--- src/rtl/serial_adder_pkg.sv ---
// Shared types for the bit-serial adder sequencer: FSM state encoding and its width.
package serial_adder_pkg;

  localparam int STATE_W = 2;

  typedef enum logic [STATE_W-1:0] {
    IDLE = 2'd0,
    RUN  = 2'd1,
    DONE = 2'd2
  } state_e;

endpackage

--- src/rtl/serial_adder_ctrl_if.sv ---
// Request/result bundle between upstream logic (master) and the serial adder (slave).
// The sub request bit exists only when SERIAL_ADDER_SUB_EN is defined.
interface serial_adder_ctrl_if #(
  parameter int WIDTH = 8
);

  logic             start;
  logic [WIDTH-1:0] a_in;
  logic [WIDTH-1:0] b_in;
  logic             cin;
`ifdef SERIAL_ADDER_SUB_EN
  logic             sub;
`endif
  logic             busy;
  logic             done;
  logic [WIDTH-1:0] sum_out;
  logic             cout;
  logic             overflow;

`ifdef SERIAL_ADDER_SUB_EN
  modport master (
    output start, a_in, b_in, cin, sub,
    input  busy, done, sum_out, cout, overflow
  );

  modport slave (
    input  start, a_in, b_in, cin, sub,
    output busy, done, sum_out, cout, overflow
  );
`else
  modport master (
    output start, a_in, b_in, cin,
    input  busy, done, sum_out, cout, overflow
  );

  modport slave (
    input  start, a_in, b_in, cin,
    output busy, done, sum_out, cout, overflow
  );
`endif

endinterface

--- src/rtl/serial_adder_ctrl_full_add_cell.sv ---
// Single-bit full adder reused every cycle by the serial adder sequencer.
module full_add_cell (
  input  logic a,
  input  logic b,
  input  logic ci,
  output logic s,
  output logic co
);

  assign s  = a ^ b ^ ci;
  assign co = (a & b) | (a & ci) | (b & ci);

endmodule

--- src/rtl/serial_adder_ctrl.sv ---
// Bit-serial WIDTH-bit adder sequencer: one full-adder cell, LSB first, start/done handshake.
// Define SERIAL_ADDER_SUB_EN to enable subtract mode (bus.sub selects A-B).
module serial_adder_ctrl
  import serial_adder_pkg::*;
#(
  parameter int WIDTH = 8
) (
  input logic                clk,
  input logic                rst_n,
  serial_adder_ctrl_if.slave bus
);

  localparam int              CNT_W    = $clog2(WIDTH);
  localparam logic [CNT_W-1:0] LAST_BIT = CNT_W'(WIDTH - 1);

  state_e           state_q, state_d;
  logic [WIDTH-1:0] a_sh_q, a_sh_d;
  logic [WIDTH-1:0] b_sh_q, b_sh_d;
  logic [WIDTH-1:0] res_q, res_d;
  logic [WIDTH-1:0] sum_q, sum_d;
  logic [CNT_W-1:0] cnt_q, cnt_d;
  logic             carry_q, carry_d;
  logic             cmsb_q, cmsb_d;
  logic             cout_q, cout_d;
  logic             ovf_q, ovf_d;
  logic             done_q, done_d;
  logic             busy_q, busy_d;
  logic             cell_s;
  logic             cell_c;

  full_add_cell u_cell (
    .a  (a_sh_q[0]),
    .b  (b_sh_q[0]),
    .ci (carry_q),
    .s  (cell_s),
    .co (cell_c)
  );

  // Next-state, datapath shifting and result capture.
  always_comb begin
    state_d = state_q;
    a_sh_d  = a_sh_q;
    b_sh_d  = b_sh_q;
    res_d   = res_q;
    sum_d   = sum_q;
    cnt_d   = cnt_q;
    carry_d = carry_q;
    cmsb_d  = cmsb_q;
    cout_d  = cout_q;
    ovf_d   = ovf_q;
    done_d  = 1'b0;

    case (state_q)
      IDLE: begin
        if (bus.start) begin
          a_sh_d  = bus.a_in;
`ifdef SERIAL_ADDER_SUB_EN
          // Subtraction is A + ~B + 1; cout then reads as "no borrow".
          b_sh_d  = bus.sub ? ~bus.b_in : bus.b_in;
          carry_d = bus.sub ? 1'b1 : bus.cin;
`else
          b_sh_d  = bus.b_in;
          carry_d = bus.cin;
`endif
          cnt_d   = {CNT_W{1'b0}};
          state_d = RUN;
        end else begin
          state_d = IDLE;
        end
      end

      RUN: begin
        a_sh_d  = {1'b0, a_sh_q[WIDTH-1:1]};
        b_sh_d  = {1'b0, b_sh_q[WIDTH-1:1]};
        res_d   = {cell_s, res_q[WIDTH-1:1]};
        carry_d = cell_c;
        cnt_d   = cnt_q + CNT_W'(1);
        if (cnt_q == LAST_BIT) begin
          // Carry entering the MSB cell, kept for the signed-overflow check.
          cmsb_d  = carry_q;
          state_d = DONE;
        end else begin
          state_d = RUN;
        end
      end

      DONE: begin
        sum_d   = res_q;
        cout_d  = carry_q;
        ovf_d   = cmsb_q ^ carry_q;
        done_d  = 1'b1;
        state_d = IDLE;
      end

      default: begin
        state_d = IDLE;
      end
    endcase

    busy_d = (state_d != IDLE);
  end

  // State and datapath registers; reset discards any partial result.
  always_ff @(posedge clk or negedge rst_n) begin
    if (!rst_n) begin
      state_q <= IDLE;
      a_sh_q  <= {WIDTH{1'b0}};
      b_sh_q  <= {WIDTH{1'b0}};
      res_q   <= {WIDTH{1'b0}};
      sum_q   <= {WIDTH{1'b0}};
      cnt_q   <= {CNT_W{1'b0}};
      carry_q <= 1'b0;
      cmsb_q  <= 1'b0;
      cout_q  <= 1'b0;
      ovf_q   <= 1'b0;
      done_q  <= 1'b0;
      busy_q  <= 1'b0;
    end else begin
      state_q <= state_d;
      a_sh_q  <= a_sh_d;
      b_sh_q  <= b_sh_d;
      res_q   <= res_d;
      sum_q   <= sum_d;
      cnt_q   <= cnt_d;
      carry_q <= carry_d;
      cmsb_q  <= cmsb_d;
      cout_q  <= cout_d;
      ovf_q   <= ovf_d;
      done_q  <= done_d;
      busy_q  <= busy_d;
    end
  end

  assign bus.busy     = busy_q;
  assign bus.done     = done_q;
  assign bus.sum_out  = sum_q;
  assign bus.cout     = cout_q;
  assign bus.overflow = ovf_q;

endmodule

--- src/flat_wrapper.sv ---
// flat-port wrapper written by rule: the top's interface ports become plain ports
module serial_adder_ctrl_flat import serial_adder_pkg::*;
#(
  parameter int WIDTH = 8
)
  (clk, rst_n, bus_start, bus_a_in, bus_b_in, bus_cin, bus_busy, bus_done, bus_sum_out, bus_cout, bus_overflow);
  serial_adder_ctrl_if #(.WIDTH(WIDTH)) bus_i ();
  input logic clk;
  input logic rst_n;
  input wire logic [$bits(bus_i.start)-1:0] bus_start;
  input wire logic [$bits(bus_i.a_in)-1:0] bus_a_in;
  input wire logic [$bits(bus_i.b_in)-1:0] bus_b_in;
  input wire logic [$bits(bus_i.cin)-1:0] bus_cin;
  output wire logic [$bits(bus_i.busy)-1:0] bus_busy;
  output wire logic [$bits(bus_i.done)-1:0] bus_done;
  output wire logic [$bits(bus_i.sum_out)-1:0] bus_sum_out;
  output wire logic [$bits(bus_i.cout)-1:0] bus_cout;
  output wire logic [$bits(bus_i.overflow)-1:0] bus_overflow;
  assign bus_i.start = bus_start;
  assign bus_i.a_in = bus_a_in;
  assign bus_i.b_in = bus_b_in;
  assign bus_i.cin = bus_cin;
  assign bus_busy = bus_i.busy;
  assign bus_done = bus_i.done;
  assign bus_sum_out = bus_i.sum_out;
  assign bus_cout = bus_i.cout;
  assign bus_overflow = bus_i.overflow;
  serial_adder_ctrl #(.WIDTH(WIDTH)) u_core (.clk(clk), .rst_n(rst_n), .bus(bus_i));
endmodule
--- config.mk ---
export PLATFORM = sky130hd
export DESIGN_NAME = serial_adder_ctrl_flat
export DESIGN_NICKNAME = d
export VERILOG_FILES = /design/src/rtl/serial_adder_pkg.sv /design/src/rtl/serial_adder_ctrl_if.sv /design/src/rtl/serial_adder_ctrl_full_add_cell.sv /design/src/rtl/serial_adder_ctrl.sv /design/src/flat_wrapper.sv
export SDC_FILE = /design/constraint.sdc
export NUM_CORES = 1
export LEC_CHECK = 0
export CORE_ASPECT_RATIO = 0.7
export CORE_MARGIN = 2
export CORE_UTILIZATION = 40
export CTS_BUF_LIST = sky130_fd_sc_hd__clkbuf_8
export CTS_CLUSTER_SIZE = 25
export DETAILED_ROUTE_END_ITERATION = 6
export GPL_TIMING_DRIVEN = 0
export SETUP_SLACK_MARGIN = 0.4
export SYNTH_ARGS = -nofsm -noshare
export SYNTH_HDL_FRONTEND = slang
export SYNTH_SLANG_ARGS = --single-unit
--- constraint.sdc ---
create_clock -name clk -period 3.25 [get_ports clk]
set_input_delay 0.4875 -clock clk [delete_from_list [all_inputs] [get_ports clk]]
set_output_delay 0.4875 -clock clk [all_outputs]
set_load 0.005 [all_outputs]
After elaboration in Yosys (flattened, before gate mapping)
Index checks and enable logic that the tools add are counted.
{ "op_classes": {"addsub": 1, "eq_ne": 4, "muxes": 12, "n_bitwise": 8, "n_reduce_logical": 5} }
{ "ops": {"columns": ["operator", "count"], "rows": [
  ["8-bit one-hot mux with 2 select lines", 2],
  ["8-bit 2-to-1 mux", 2],
  ["3-bit one-hot mux with 2 select lines", 1],
  ["2-bit one-hot mux with 2 select lines", 1],
  ["2-bit AND reduction", 2],
  ["2-bit nonzero test", 2],
  ["3-bit by 1-bit adder with 3-bit output, second input constant", 1],
  ["1-bit bitwise AND", 3],
  ["3-bit equality test, second input constant", 1],
  ["1-bit 2-to-1 mux", 3],
  ["3-bit 2-to-1 mux", 1],
  ["1-bit XOR", 3],
  ["2-bit by 1-bit equality test with 1-bit output, second input constant", 1],
  ["2-bit equality test, second input constant", 1],
  ["2-bit logical NOT", 1],
  ["2-bit 2-to-1 mux", 1],
  ["2-bit != test, second input constant", 1],
  ["1-bit OR", 2],
  ["1-bit one-hot mux with 2 select lines", 1]
]} }
{ "totals": {"register_bits": 43, "word_cells": 42} }

Logic depth before layout (Yosys ltp)
{ "depth": {"word_depth": 4, "ltp_mapped": 4, "ltp_nobuf": 4} }

By module
From an unflattened synthesis, not the netlist that was laid out.
{ "hier_totals": {"hier_cells": 172, "hier_area_um2": 1971.9} }
{ "by_module_without_submodules": {"columns": ["mod", "instances", "cells_each", "area_per_inst_um2"], "rows": [
  ["serial_adder_ctrl", 1, 171, 1951.9],
  ["full_add_cell", 1, 1, 20.0]
]} }

Worst setup path before layout
OpenSTA, ideal clock, no wires.
{ "synth_timing": {"kind": "register to register", "startpoint": "register u_core.cnt_q[0]", "endpoint": "register u_core.cmsb_q", "t_arrival_ns": 1.131, "required_ns": 3.125, "slack_ns": 1.994, "path_stages_with_launch": 5, "cell_sequence": "dfrtp_1 -> ha_1 -> ha_1 -> nand3b_2 -> mux2_4"} }
{ "synth_via": {"elab_chain_len": 2} }
{ "synth_rtl": {"columns": ["element", "line_no", "rtl"], "rows": [
  ["start: declaration", "serial_adder_ctrl.sv:21", "logic [CNT_W-1:0] cnt_q, cnt_d;"],
  ["start signal: assignment", "serial_adder_ctrl.sv:111", "cnt_q <= {CNT_W{1'b0}};"],
  ["start signal: assignment", "serial_adder_ctrl.sv:124", "cnt_q <= cnt_d;"],
  ["3-bit equality test", "serial_adder_ctrl.sv:78", "if (cnt_q == LAST_BIT) begin"],
  ["2-bit AND reduction (no source line)", null, null],
  ["end signal: assignment", "serial_adder_ctrl.sv:126", "cmsb_q <= cmsb_d;"],
  ["end: declaration", "serial_adder_ctrl.sv:23", "logic cmsb_q, cmsb_d;"]
]} }
No other way between the ends.
A chain may end at the register's enable or synchronous reset.

Worst setup path after layout
{ "layout_timing": {"startpoint": "input bus_start", "endpoint": "register u_core.b_sh_q[1]"} }
{ "layout_via": {"elab_chain_len": 2} }
{ "layout_rtl": {"columns": ["element", "line_no", "rtl"], "rows": [
  ["start: declaration", "flat_wrapper.sv:10", "input wire logic [$bits(bus_i.start)-1:0] bus_start;"],
  ["2-bit != test (no source line)", null, null],
  ["2-bit AND reduction (no source line)", null, null],
  ["end signal: assignment", "serial_adder_ctrl.sv:108", "b_sh_q <= {WIDTH{1'b0}};"],
  ["end signal: assignment", "serial_adder_ctrl.sv:121", "b_sh_q <= b_sh_d;"],
  ["end: declaration", "serial_adder_ctrl.sv:18", "logic [WIDTH-1:0] b_sh_q, b_sh_d;"]
]} }
No other way between the ends.

==> impl_summary.log <==
[metrics] final hold violation count: 0
[metrics] Initial Utilization: 0.416
[metrics] delay of the slowest cell on the worst path: around 0.61 ns
[metrics] routability congestion estimate from global placement: between 0.7 and 0.8
[metrics] leading register cell type out of synthesis: sky130_fd_sc_hd__dfrtp_1
[metrics] Clk Latency, worst-skew pair: roughly 0.3 ns
[metrics] largest net degree at the start of global routing: 28
[metrics] Async SR Flop Fraction: 1.00
[metrics] Clk pin slew, worst setup/hold paths: around 0.090 ns
[metrics] fraction of layout cells with a size suffix above 1: 0.214
[metrics] CP Launch Type: primary input
[metrics] mux cell area share after synthesis: 0.143
[metrics] VDD IR max: roughly 0.4 mV
[metrics] Switching Power: 0.000695 W
[metrics] cells along the critical path: clkdlybuf4s50_1, clkbuf_1, nor4b_1, a211oi_1
[metrics] post-synthesis register bit count: 43
[metrics] Area contributors post-synth: sky130_fd_sc_hd__dfrtp_1 (54%), sky130_fd_sc_hd__mux2_4 (12%), sky130_fd_sc_hd__nor4b_1 (5.7%)
[metrics] number of pins with negative max-slew slack in the final report: 0
[metrics] portion of synthesized cell area occupied by the leading cell type: 0.541
[metrics] worst setup slack for register-to-register paths: 1.87 ns
[metrics] mean area per synthesized cell: 13.1 sq um
[metrics] total I/O pin count: 32
[metrics] Worst Reg-to-Reg Cells: 2
[metrics] area delta synth->final: 27.5%
[metrics] post-synthesis share of cell area spent on full adders, half adders and majority gates: 0.0226
[metrics] compound-cell area share of the yosys netlist: 0.0849
[metrics] clk sinks: 43
[metrics] Routed Antenna Nets: 0
[metrics] count of standard-cell rows: 21
[metrics] count of mapped cells out of synthesis: between 150 and 200
[metrics] drt first pass iters: 7
[metrics] critical path endpoint category: register
[metrics] static leakage: between 1 and 1.5 nW
[metrics] largest area contributor in the synthesized netlist: sky130_fd_sc_hd__dfrtp_1
[metrics] DRC viols: 0
[metrics] worst-path fanout max: 10
[metrics] initial antenna violation count: 0
[metrics] Min-Delay Path Class: in2async
[metrics] Core Region: 0.00478 sq mm
[metrics] achievable clock frequency: between 500 and 600 MHz
[metrics] Setup-failing EPs final: 0
[metrics] global-route wire length before repair: ~6500 um
[metrics] category of the most critical setup path: in2reg
[metrics] TritonCTS clock tree: yes
[metrics] total routing usage reported by global routing: 0.154
[metrics] Nets: 214
[metrics] power share of the combinational group: 0.376
[metrics] die footprint: 0.00556 sq mm
[metrics] Final Cycle Share: 0.531
[metrics] post-layout utilization of the core: 0.531
[metrics] total internal power: approximately 0.0016 W
[metrics] root buffer cell: sky130_fd_sc_hd__clkbuf_8
[metrics] global-route congestion overflow total: 0
[metrics] critical path startpoint: bus_start
[metrics] cells resized by post-CTS repair: 0
[metrics] number of global-route vias before repair: between 1000 and 1500
[metrics] number of max-cap violations: 0
[metrics] PwrDens: just over 900 mW/mm^2
[metrics] count of warnings emitted by yosys: 0
[metrics] net count after synthesis: 175
[metrics] Post-Syn Area: a little under 0.002 sq mm
[metrics] sw frac: 0.302
[metrics] tightest slew margin relative to the limit: 0.729
[metrics] overall die width: between 80 and 90 um
[metrics] commonest non-fill, non-tap cell in the layout: sky130_fd_sc_hd__dfrtp_1
[metrics] unrepaired setup endpoints after global routing: no
[metrics] source of the worst register-to-register timing path: u_core.carry_q
[metrics] I/O Buffers: 31
[metrics] largest buffer count on any clock path: 2
[metrics] arrival time reported for the critical path endpoint: 1.90 ns
[metrics] CTS H-tree lvls: 2
[metrics] routed vias: between 1000 and 1500
[metrics] Slew @ Worst Pin: 0.407 ns
[metrics] worst r2r dst: u_core.res_q[7]
[metrics] Setup TNS: 0 ns
[metrics] combinational family with the most area after synthesis: multiplexers
[metrics] outcome: finished clean
[metrics] Post-synth EDFFs: 0
[metrics] part of the total power dissipated in sequential elements: 0.410
[metrics] number of hold buffers added after cts: 0
[metrics] y dimension of the die: ~63 um
[metrics] slowest stage cell, crit path: sky130_fd_sc_hd__clkdlybuf4s50_1
[metrics] combined area of the multi-input logic cells: between 700 and 800 sq um
[metrics] area share of and/or/nand/nor cells after synthesis: 0.133
[metrics] Iteration-0 DRC Markers: between 60 and 70
[metrics] sum of net half-perimeters after detailed placement: approximately 2800 um
[metrics] CP Data Required Time: 3.42 ns
[metrics] number of buffers added for setup after CTS: 0
[metrics] mean number of vias per cell: slightly below 5
[metrics] number of different library cells in the post-synthesis netlist: 24
[metrics] most used cells in the layout excluding fill and tap cells: sky130_fd_sc_hd__dfrtp_1 (43), sky130_fd_sc_hd__clkdlybuf4s50_1 (30), sky130_fd_sc_hd__inv_1 (18), sky130_fd_sc_hd__mux2_4 (16), sky130_fd_sc_hd__nor3b_1 (14)
[metrics] final setup skew: just under 0.008 ns
[metrics] Routed wire per std cell: 15.1 um
[metrics] FF+latch area: roughly 0.0011 sq mm
[metrics] Clk network pwr share: 0.214
[metrics] total routed wirelength: approximately 3900 um
[metrics] sequential cell area fraction in the yosys report: 0.541
[metrics] clock buffer count from CTS: 5
[metrics] fillcell total: 419
[metrics] final worst path period need: about 1.7 ns
[metrics] xor and xnor fraction of the mapped netlist area: 0.00440
[metrics] Ant. Diodes: 0
stage by stage:
step | hold WS [ns] | power [W] | setup slack, ns | area [sq um] | cells
after floorplan | 0.192 | 0.00150 | 1.99 | 1990 | 152
after global routing | 0.125 | 0.00247 | 1.41 | 2540 | 261
after global placement | 0.493 | 0.00177 | 0.628 | 2390 | 252
after detailed placement | 0.448 | 0.00182 | 1.23 | 2400 | 253
final | 0.108 | 0.00230 | 1.53 | 2540 | 261
after CTS | 0.114 | 0.00233 | 1.57 | 2540 | 261
layout make-up:
type,instances,share of cell area
plain buffers,12,0.0286
clock buffers,5,0.0271
clock inverters,3,0.0266
inverters,18,0.0266
multi-input cells,79,0.305
flip-flops and latches,43,0.424
well taps,69,0.0340
repair buffers,32,0.128
power by group through the flow:
stage               clock network, W  registers (W)  logic, W
global placement                   0       0.000934  0.000834
CTS                         0.000504       0.000944  0.000878
detailed placement                 0       0.000949  0.000873
finish                      0.000493       0.000943  0.000864
global route                0.000533       0.000977  0.000958
floorplan                          0       0.000911  0.000591
sequential cells by signal (all words and copies together) (netlist names):
name	flops
u_core.bus.cout	1
u_core.cmsb_q	1
u_core.bus.sum_out	8
u_core.bus.done	1
u_core.state_q	2
u_core.b_sh_q	8
u_core.res_q	8
u_core.cnt_q	3
u_core.a_sh_q	8
u_core.bus.overflow	1
u_core.carry_q	1
u_core.bus.busy	1
cells in the mapped netlist, types with 4 or more instances:
| library cell | number |
|---|---|
| sky130_fd_sc_hd__a211oi_1 | 13 |
| sky130_fd_sc_hd__a22o_1 | 4 |
| sky130_fd_sc_hd__buf_2 | 7 |
| sky130_fd_sc_hd__dfrtp_1 | 43 |
| sky130_fd_sc_hd__inv_1 | 18 |
| sky130_fd_sc_hd__mux2_4 | 16 |
| sky130_fd_sc_hd__nor3b_1 | 14 |
| sky130_fd_sc_hd__nor4b_1 | 13 |
logic make-up after synthesis:
kind of cell	count (synthesis)
AOI/OAI and AO/OA	21
xor gates and xnor gates	1
adders and majority gates	3
buffers and inverters	30
DFF	43
muxes	20
and+or+nand+nor	34
worst max path at each step:
stage                             endpoint  slack (ns)  cells past startpoint
after detailed placement  u_core.b_sh_q[1]        1.23                      4
after floorplan              u_core.cmsb_q        1.99                      4
after global routing      u_core.b_sh_q[1]        1.41                      4
after CTS                 u_core.b_sh_q[1]        1.57                      4
after global placement    u_core.b_sh_q[6]        0.63                      1
final                     u_core.b_sh_q[1]        1.53                      4
worst max-delay path, delay by kind of cell:
kind | cells | cell delay [ns]
AOI/OAI and AO/OA | 1 | 0.10
buffers and inverters | 2 | 0.95
and+or+nand+nor | 1 | 0.36
routing by layer:
metal	vias to the layer above	share of wire	global-route usage
met3	4	0.033	0.0436
met2	17	0.44	0.205
li1	615	-	-
met4	0	0.0097	0.0511
met1	620	0.51	0.236
met5	-	0	0
No activity file was read; power rests on OpenSTA's default activity.
==> edit: new RTL, config.mk and constraints unchanged <==
`WIDTH` is set to 8 in 3 places; all go to 16.
--- a/src/rtl/serial_adder_ctrl_if.sv
+++ b/src/rtl/serial_adder_ctrl_if.sv
@@ -1,7 +1,7 @@
 // Request/result bundle between upstream logic (master) and the serial adder (slave).
 // The sub request bit exists only when SERIAL_ADDER_SUB_EN is defined.
 interface serial_adder_ctrl_if #(
-  parameter int WIDTH = 8
+  parameter int WIDTH = 16
 );
 
   logic             start;
--- a/src/rtl/serial_adder_ctrl.sv
+++ b/src/rtl/serial_adder_ctrl.sv
@@ -3,7 +3,7 @@
 module serial_adder_ctrl
   import serial_adder_pkg::*;
 #(
-  parameter int WIDTH = 8
+  parameter int WIDTH = 16
 ) (
   input logic                clk,
   input logic                rst_n,
--- a/src/flat_wrapper.sv
+++ b/src/flat_wrapper.sv
@@ -1,7 +1,7 @@
 // flat-port wrapper written by rule: the top's interface ports become plain ports
 module serial_adder_ctrl_flat import serial_adder_pkg::*;
 #(
-  parameter int WIDTH = 8
+  parameter int WIDTH = 16
 )
   (clk, rst_n, bus_start, bus_a_in, bus_b_in, bus_cin, bus_busy, bus_done, bus_sum_out, bus_cout, bus_overflow);
   serial_adder_ctrl_if #(.WIDTH(WIDTH)) bus_i ();
Interface: changed (resized bus_a_in, bus_b_in and bus_sum_out); port bits go from 32 to 56. The function was not compared with the original's and may differ.
==> edit against the original RTL <==
  * Worst setup slack better by 0.022 ns
  * Maximum frequency up 1.3%
  * Count of clock-buffer cells in the layout up 4
  * Highest routed layer unchanged
  * Clock power up 51%
  * Largest cell class unchanged
  * Cell count up 70%
  * Power up 56%
  * Design area up 63%
  * Critical path type is now flip-flop to primary output
  * Critical path depth down 3
  * Sequential share of layout area up 3.7 points
  * Core utilization down 0.41 points
  * Sequential cell count up 33
  * Routed wire length up 65%
  * Synthesized area up 62%
==> edit: results <==
{
  "dpl.cell_count": 428,
  "drive_above_1_share": 0.198,
  "synth_common_cells": "dfrtp_1 (76), nand2_1 (36), mux2_2 (32), o21ai_0 (28), a21oi_1 (17)",
  "synth_area_leaders": "dfrtp_1 (59%), mux2_2 (11%), and3b_1 (4.4%)",
  "p_leak_nw": 1.87,
  "clk_latency_ns": 0.35,
  "grt.total_usage": 0.158,
  "grt_max_degree": 58,
  "synthCells": 271,
  "hpwl_um": 4420,
  "sequentialPowerShare": 0.433,
  "routedWlPerCell_um": 14.6,
  "syn_to_final_growth_pct": 28.1,
  "htree_levels": 3,
  "irDropWorstVdd_mv": 0.343,
  "instances_no_fill": 444,
  "grt_pass1_vias": 2218,
  "synth_warnings": 0,
  "place.gp.congestion": 0.709,
  "cp_slowest_stage_delay_ns": 0.50,
  "dpl_cell_area_um2": 3920,
  "clk_pin_slew_worst_paths_ns": 0.08,
  "clk_path_buf_depth": 2,
  "cts_buffers": 9,
  "powerDensity_nw_per_um2": 871,
  "avgViaCountPerCell": 5.13,
  "reg2reg_depth": 4,
  "synth-seq-area-share": 0.591,
  "port_buffers": 55,
  "drtIter0Drc": 132,
  "arrival_ns": 1.21,
  "status": "finished clean",
  "nNetsFinal": 376,
  "p_int_w": 0.00243,
  "dp_slack_ns": 1.28,
  "grt_pass1_wl_um": 11000,
  "syn_nets": 309,
  "clkPwrFrac": 0.207,
  "fillers": 721,
  "crit_fanout": 2,
  "fin_worst_skew_ns": 0.0100
}
## edit: cell types whose count changed after synthesis, moves of 13 or more
cell,unedited run,this run
a21oi_1,1,17
o21ai_0,0,28
inv_1,18,1
dfrtp_1,43,76
a211oi_1,13,0
nor3b_1,14,1
mux2_4,16,0
nor4b_1,13,0
mux2_2,2,32
a22oi_1,0,15
and3b_1,0,16
nand2_1,0,36
## edit: final cells by class
class	count	area share
timing repair buffer	56	0.139
sequential	76	0.461
clock buffer	9	0.0300
buffer	20	0.0276
multi-input combinational	173	0.290
clock inverter	7	0.0194
tap	101	0.0306
inverter	2	0.00182
## edit: cells by family (layout without fill, tap and decap cells)
family,count (synthesis),count (layout),synth area share
buf+inv,22,94,0.0377
simple gates,63,63,0.106
compound gates,73,73,0.134
flops,76,76,0.591
mux,34,34,0.119
xor+xnor,1,1,0.00272
fa+ha+maj,2,2,0.0101
## edit: final timing paths
kind	start	to	slack, ns
worst max-delay path	u_core.bus.sum_out[6]	bus_sum_out[6]	1.55
worst min-delay path	rst_n	u_core.bus.sum_out[6]	0.02
worst max register to register	u_core.state_q[1]	u_core.bus.sum_out[6]	1.78
worst min register to register	u_core.b_sh_q[6]	u_core.b_sh_q[6]	0.49
max in group asynchronous	rst_n	u_core.res_q[6]	2.67
min in group clk	u_core.b_sh_q[6]	u_core.b_sh_q[6]	0.49
## edit: layer usage
layer	up-vias	share of wire	wire, um	global-route usage
met3	8	0.045	292	0.0534
met2	41	0.44	2840	0.235
met4	0	0.012	76	0.0481
li1	1098	-	-	-
met1	1131	0.50	3270	0.221
met5	-	0	0	0
